`src/rtl/vga_pkg.sv`:
```
// Shared VGA timing types, standard mode constants and helpers.
package vga_pkg;

  typedef struct packed {
    int visible;
    int front;
    int sync;
    int back;
  } vga_timing_t;

  localparam vga_timing_t VGA_640X480_60_H = '{640, 16, 96, 48};
  localparam vga_timing_t VGA_640X480_60_V = '{480, 10, 2, 33};
  localparam vga_timing_t VGA_800X600_72_H = '{800, 56, 120, 64};
  localparam vga_timing_t VGA_800X600_72_V = '{600, 37, 6, 23};

  function automatic int total(vga_timing_t t);
    return t.visible + t.front + t.sync + t.back;
  endfunction

endpackage

```
`src/rtl/vga_axis_counter.sv`:
```
// One timing axis: wrapping position counter with visible decode of the next
// position and a registered sync strobe aligned with the counter.
module vga_axis_counter
  import vga_pkg::*;
#(
  parameter vga_timing_t TIMING   = VGA_800X600_72_H,
  parameter bit          SYNC_POS = 1'b1,
  parameter int          W        = 11
) (
  input  logic         i_clk,
  input  logic         i_clr,
  input  logic         i_adv,
  output logic [W-1:0] o_next,
  output logic         o_wrap,
  output logic         o_next_visible,
  output logic         o_sync_n
);

  localparam int TOTAL   = total(TIMING);
  localparam int SYNC_LO = TIMING.visible + TIMING.front;
  localparam int SYNC_HI = SYNC_LO + TIMING.sync - 1;

  logic [W-1:0] r_cnt;
  logic         w_sync_act;

  always_comb begin
    o_wrap = i_adv && (r_cnt == W'(TOTAL - 1));
    o_next = r_cnt;
    if (i_clr || o_wrap) begin
      o_next = '0;
    end else if (i_adv) begin
      o_next = r_cnt + 1'b1;
    end
    o_next_visible = !i_clr && (o_next < W'(TIMING.visible));
    w_sync_act     = !i_clr && (o_next >= W'(SYNC_LO)) && (o_next <= W'(SYNC_HI));
  end

  // Sync is decoded from the next count so it changes on the same edge as the counter.
  always_ff @(posedge i_clk) begin
    r_cnt    <= o_next;
    o_sync_n <= w_sync_act ? SYNC_POS : !SYNC_POS;
  end

endmodule

```
`src/rtl/vga_timing_gen.sv`:
```
// Parametrised VGA timing generator: pixel divider, h/v axis counters and
// look-ahead coordinates, all outputs registered and aligned with (h,v).
module vga_timing_gen
  import vga_pkg::*;
#(
  parameter int H_VISIBLE  = 800,
  parameter int H_FRONT    = 56,
  parameter int H_SYNC     = 120,
  parameter int H_BACK     = 64,
  parameter int V_VISIBLE  = 600,
  parameter int V_FRONT    = 37,
  parameter int V_SYNC     = 6,
  parameter int V_BACK     = 23,
  parameter int H_SYNC_POS = 1,
  parameter int V_SYNC_POS = 1,
  parameter int CLK_DIV    = 1,
  parameter int LEAD       = 1,
  parameter int X_W        = 11,
  parameter int Y_W        = 10
) (
  input  logic           Clock,
  input  logic           Reset,
  input  logic           Enable,
  output logic           blank_n,
  output logic           sync_n,
  output logic           hSync_n,
  output logic           vSync_n,
  output logic [X_W-1:0] nextX,
  output logic [Y_W-1:0] nextY,
  output logic           pixEn,
  output logic           lineStart,
  output logic           frameStart
);

  localparam vga_timing_t H_T = '{H_VISIBLE, H_FRONT, H_SYNC, H_BACK};
  localparam vga_timing_t V_T = '{V_VISIBLE, V_FRONT, V_SYNC, V_BACK};
  localparam int H_TOTAL = total(H_T);
  localparam int V_TOTAL = total(V_T);
  localparam int HW      = $clog2(H_TOTAL);
  localparam int VW      = $clog2(V_TOTAL);
  localparam int DW      = (CLK_DIV > 1) ? $clog2(CLK_DIV) : 1;

  logic          r_run;
  logic [DW-1:0] r_div;
  logic [DW-1:0] w_div_next;
  logic          w_clr;
  logic          w_adv;
  logic [HW-1:0] w_h_next;
  logic [VW-1:0] w_v_next;
  logic          w_h_wrap;
  logic          w_v_wrap;
  logic          w_h_vis;
  logic          w_v_vis;
  logic          w_look_vis;
  int            w_lh;
  int            w_lv;

  assign sync_n = 1'b1;
  assign w_clr  = Reset || !Enable;

  always_comb begin
    w_div_next = (r_div == DW'(CLK_DIV - 1)) ? '0 : r_div + 1'b1;
    w_adv      = r_run && (w_div_next == DW'(CLK_DIV - 1));
  end

  vga_axis_counter #(.TIMING(H_T), .SYNC_POS(H_SYNC_POS != 0), .W(HW)) u_h (
    .i_clk          (Clock),
    .i_clr          (w_clr),
    .i_adv          (w_adv),
    .o_next         (w_h_next),
    .o_wrap         (w_h_wrap),
    .o_next_visible (w_h_vis),
    .o_sync_n       (hSync_n)
  );

  vga_axis_counter #(.TIMING(V_T), .SYNC_POS(V_SYNC_POS != 0), .W(VW)) u_v (
    .i_clk          (Clock),
    .i_clr          (w_clr),
    .i_adv          (w_h_wrap),
    .o_next         (w_v_next),
    .o_wrap         (w_v_wrap),
    .o_next_visible (w_v_vis),
    .o_sync_n       (vSync_n)
  );

  // LEAD never exceeds the front porch, so at most one line wrap is needed.
  always_comb begin
    w_lh = int'(w_h_next) + LEAD;
    w_lv = int'(w_v_next);
    if (w_lh >= H_TOTAL) begin
      w_lh = w_lh - H_TOTAL;
      w_lv = w_lv + 1;
      if (w_lv >= V_TOTAL) begin
        w_lv = 0;
      end
    end
    w_look_vis = !w_clr && (w_lh < H_VISIBLE) && (w_lv < V_VISIBLE);
  end

  // The first enabled edge presents pixel (0,0) and preloads the divider so
  // that pixel lasts a full CLK_DIV clocks.
  always_ff @(posedge Clock) begin
    r_run <= !w_clr;
    if (w_clr) begin
      r_div <= '0;
    end else if (!r_run) begin
      r_div <= DW'(CLK_DIV - 1);
    end else begin
      r_div <= w_div_next;
    end
    blank_n    <= !w_clr && w_h_vis && w_v_vis;
    pixEn      <= !w_clr && (!r_run || w_adv);
    lineStart  <= !w_clr && w_h_wrap;
    frameStart <= !w_clr && w_h_wrap && w_v_wrap;
    nextX      <= w_look_vis ? X_W'(w_lh) : '0;
    nextY      <= w_look_vis ? Y_W'(w_lv) : '0;
  end

endmodule
```
`config.mk`:
```
export PLATFORM = sky130hd
export DESIGN_NAME = vga_timing_gen
export DESIGN_NICKNAME = d
export VERILOG_FILES = /design/src/rtl/vga_pkg.sv /design/src/rtl/vga_axis_counter.sv /design/src/rtl/vga_timing_gen.sv
export SDC_FILE = /design/constraint.sdc
export NUM_CORES = 1
export LEC_CHECK = 0
export BUFFER_PORTS_ARGS = -buffer_cell sky130_fd_sc_hd__buf_2
export CAP_MARGIN = 5
export CORE_ASPECT_RATIO = 1.25
export CORE_UTILIZATION = 45
export DETAILED_ROUTE_END_ITERATION = 8
export GPL_TIMING_DRIVEN = 0
export SYNTH_ARGS = -nofsm -noshare
export SYNTH_HDL_FRONTEND = slang
export SYNTH_HIERARCHICAL = 1
export SYNTH_SLANG_ARGS = --single-unit
export TNS_END_PERCENT = 20
```
`constraint.sdc`:
```
create_clock -name Clock -period 6.4 [get_ports Clock]
set_clock_uncertainty 0.2 [all_clocks]
set_input_delay 0.64 -clock Clock [delete_from_list [all_inputs] [get_ports Clock]]
set_output_delay 0.64 -clock Clock [all_outputs]
set_load 0.005 [all_outputs]
```
==> metrics.md <==
| Metric | Value |
|---|---|
| Final antenna-violating net count | `0` |
| Number of enable flip-flop cells after synthesis | `0` |
| Post-synthesis instance area | `3560 µm²` |
| Worst path cell trace | `ha_1, nand4_2, nor3_4, nand3_1, nor4_4, or2_2, buf_4, nor2_2, ha_1, clkbuf_1, and4b_1, o32ai_1, a31oi_1, o32a_4, a211oi_4, a221oi_1, and2_1, o31ai_4, buf_4, a211oi_1` |
| Power after layout | `618.4 µW` |
| Share of post-route cells with drive strength above 1 | `0.1892` |
| TritonCTS sink count | `48` |
| Vias | `3,298` |
| Type of the worst setup path | `register to register` |
| Worst R2R Path Depth | `20` |
| GR Util All Layers | `0.2122` |
| Number of global-route vias before repair | `2,998` |
| Timing-limited maximum frequency | `175.5 MHz` |
| Worst-case hold path end point | `u_v/o_sync_n` |
| Placement Rows | `35` |
| Worst relative slew slack | `0.5458` |
| Max Cap Viol | `0` |
| Vias/cell | `5.756` |
| Horiz. Die Dim | `81.55 µm` |
| Num ports | `31` |
| Number of clock buffers inserted by TritonCTS | `5` |
| Reg2Reg Capture Point | `nextX[5]` |
| Arrival time of the worst setup path | `5.67 ns` |
| Count of H-tree levels built during CTS | `2` |
| First-pass GRT wire length | `13,990 µm` |
| Area of the core region | `7532 µm²` |
| Endpoint class of the critical path | `register` |
| Post-route worst hold slack | `0.3622 ns` |
| CTS Root Cell | `sky130_fd_sc_hd__clkbuf_8` |
| # port buffers | `29` |
| Net Count, Synth | `454` |
| Layout overhead on the synthesized area | `12.79%` |
| Ratio of final minimum period to clock period | `0.8902` |
| Hpwl dp | `6140 µm` |
| Leading cell type in the layout, fill and taps excluded | `sky130_fd_sc_hd__nor2_1` |
| Final critical delay including setup and external delays | `5.697 ns` |
| Pin count of the biggest net entering global routing | `16` |
| First-pass iteration count of the detailed router | `5` |
| VDD IR max | `140.0 µV` |
| Number of antenna diodes | `0` |
| Avg Synthesized Cell Area | `8.054 µm²` |
| Leakage | `1.468 nW` |
| Number of fill cells in the layout | `738` |
| Critical Path Source Type | `register` |
| Remaining routing DRC violations | `0` |
| GP Congestion | `0.8479` |
| Clock-pin slew of the registers on the worst-case setup and hold paths | `0.09 ns` |
| Number of instances in the synthesized netlist | `442` |
| Final hold vios | `0` |
| Worst min-delay path category | `register to register` |
| Net count reported at finish | `492` |
| RSZ-0062 raised after global routing | `false` |
| Worst path top cell family by delay | `simple AND/OR/NAND/NOR gates` |
| Number of warnings issued by yosys | `6` |
| Clock tree from TritonCTS | `yes` |
| Antenna violations before repair | `0` |
| Metal-1 WL | `3710 µm` |
| Overall overflow remaining after global route | `0` |
| Power density over cell area | `154.0 nW/µm²` |
| Starting Density | `0.4726` |
| Highest metal layer with signal wires | `met4` |
| Routed wire length | `8160 µm` |
| Count of hold-fix buffers inserted at cts | `0` |
| Number of buffer and inverter instances along the worst setup path | `3` |
| Drt initial violations | `166` |
| Launch instance of the worst min-delay path | `u_v/r_cnt[8]` |
| Die H | `101.4 µm` |
| Count of cell types in the netlist | `74` |
| Run status | `completed` |
| Post-DR wirelength/cell | `14.24 µm` |
| Reg-to-reg setup timing slack | `0.70 ns` |
| Setup TNS | `0 ns` |
| Largest fanout of any net on the critical path | `11` |
| Crit path largest cell delay | `0.46 ns` |
| Die footprint | `8272 µm²` |
| Number of slew-limit violations in the final report | `0` |
| Number of buffers on the longest clock path | `2` |
| Post-synthesis sequential area ratio | `0.2699` |
| Clk_lat worst skew | `0.30 ns` |
| Slowest-stage cell, CP | `sky130_fd_sc_hd__dfxtp_1` |
| Required time at the worst-slack endpoint | `6.37 ns` |
| Fraction of registers with async set or reset after synthesis | `0` |
| Worst hold stages | `2` |
| Flop and latch count out of synthesis | `48` |
| Reg2reg start | `u_h/r_cnt[0]` |
| Leading cell types in the layout, fill and taps excluded | `62 x sky130_fd_sc_hd__nor2_1, 48 x sky130_fd_sc_hd__dfxtp_1, 43 x sky130_fd_sc_hd__buf_2` |
| Wire length on met2 | `4196 µm` |
| Number of endpoints failing setup at the final stage | `0` |
| Transition at the pin with the smallest max-transition slack | `0.6782 ns` |
| Routed length on met3 | `180 µm` |
| Most frequently used flop master after synthesis | `sky130_fd_sc_hd__dfxtp_1` |
-- worst min-delay path, stage by stage (launching register included) --
cell and delay [ns]:
sky130_fd_sc_hd__dfxtp_1 0.37, sky130_fd_sc_hd__nand2_1 0.09, sky130_fd_sc_hd__a221oi_2 0.06
-- through the flow --
stage	utilization	instance area, µm²	setup slack, ns	std cells
after detailed placement	0.5071	3820	-0.06738	563
final	0.5331	4015	0.7030	573
after global placement	0.5071	3820	-0.06457	563
after floorplan	-	3560	1.171	442
after global routing	0.5331	4015	0.1971	573
after CTS	0.5289	3984	0.2075	571
-- state kept, by name, indices dropped and copies added, names as in the netlist --
register / cells
nextY: 10
frameStart: 1
lineStart: 1
pixEn: 1
u_h/o_sync_n: 1
blank_n: 1
nextX: 11
u_h/r_cnt: 11
u_v/r_cnt: 10
u_v/o_sync_n: 1
-- where the power goes --
| part | switching [mW] | leakage [nW] | internal (mW) |
|---|---|---|---|
| logic | 0.0104 | 1.00 | 0.00733 |
| registers | 0.000758 | 0.387 | 0.300 |
| clock network | 0.105 | 0.0784 | 0.195 |
-- synth_stat cells (9+ instances only) --
library cell / number / area, µm²
sky130_fd_sc_hd__inv_1: 13 / 48.80
sky130_fd_sc_hd__xor2_1: 16 / 140.1
sky130_fd_sc_hd__nor2_1: 63 / 236.5
sky130_fd_sc_hd__buf_2: 14 / 70.07
sky130_fd_sc_hd__nand3_1: 20 / 100.1
sky130_fd_sc_hd__nor3_1: 10 / 50.05
sky130_fd_sc_hd__nand4_1: 13 / 81.33
sky130_fd_sc_hd__a21oi_1: 14 / 70.07
sky130_fd_sc_hd__o21ai_0: 14 / 70.07
sky130_fd_sc_hd__ha_1: 9 / 112.6
sky130_fd_sc_hd__dfxtp_1: 48 / 960.9
sky130_fd_sc_hd__xnor2_1: 22 / 192.7
sky130_fd_sc_hd__nand2_1: 36 / 135.1
-- final cells by class --
cell class,instances,area [µm²],share of cell area
plain buffers,30,182.7,0.04550
inverters,13,48.80,0.01215
multi-input cells,351,2389,0.5949
repair buffers,31,160.2,0.03989
clock inverters,3,90.09,0.02244
well taps,92,115.1,0.02867
clock buffers,5,68.82,0.01714
flip-flops and latches,48,960.9,0.2393
-- cell families (layout without fill, tap and decap cells) --
| logic type | Yosys count | after routing | synth area share |
|---|---|---|---|
| multiplexers | 8 | 8 | 0.02390 |
| AO/OA/AOI/OAI | 96 | 96 | 0.2123 |
| other | 1 | 1 | 0.001053 |
| XOR/XNOR | 39 | 39 | 0.09982 |
| adder cells (fa/ha/maj) | 9 | 9 | 0.03164 |
| flip-flops | 48 | 48 | 0.2699 |
| buffers and inverters | 43 | 82 | 0.06503 |
| AND/OR/NAND/NOR | 198 | 198 | 0.2963 |
-- per-layer routing --
layer	track usage	vias to the layer above
met3	0.02703	5
met2	0.3821	56
met4	0.04533	0
met5	0	-
met1	0.2647	1561
li1	-	1676
-- worst max path at each step --
stage | start | to | slack [ns] | depth (start not counted)
final | u_h/r_cnt[0] | nextX[5] | 0.70 | 20
after global routing | u_h/r_cnt[0] | nextX[5] | 0.20 | 20
after CTS | u_h/r_cnt[0] | nextX[0] | 0.21 | 19
after detailed placement | u_h/r_cnt[0] | nextX[0] | -0.07 | 17
after global placement | u_h/r_cnt[0] | nextX[0] | -0.06 | 17
after floorplan | u_h/r_cnt[0] | nextX[0] | 1.17 | 19
-- what timing repair did --
| item | CTS | global route |
|---|---|---|
| buffers inserted | 0 | 2 |
| endpoints found under the setup margin | 10 | 19 |
| resized for setup | 1 | 3 |
| pin swaps | 0 | 1 |
Power figures use the tool's default switching activity.
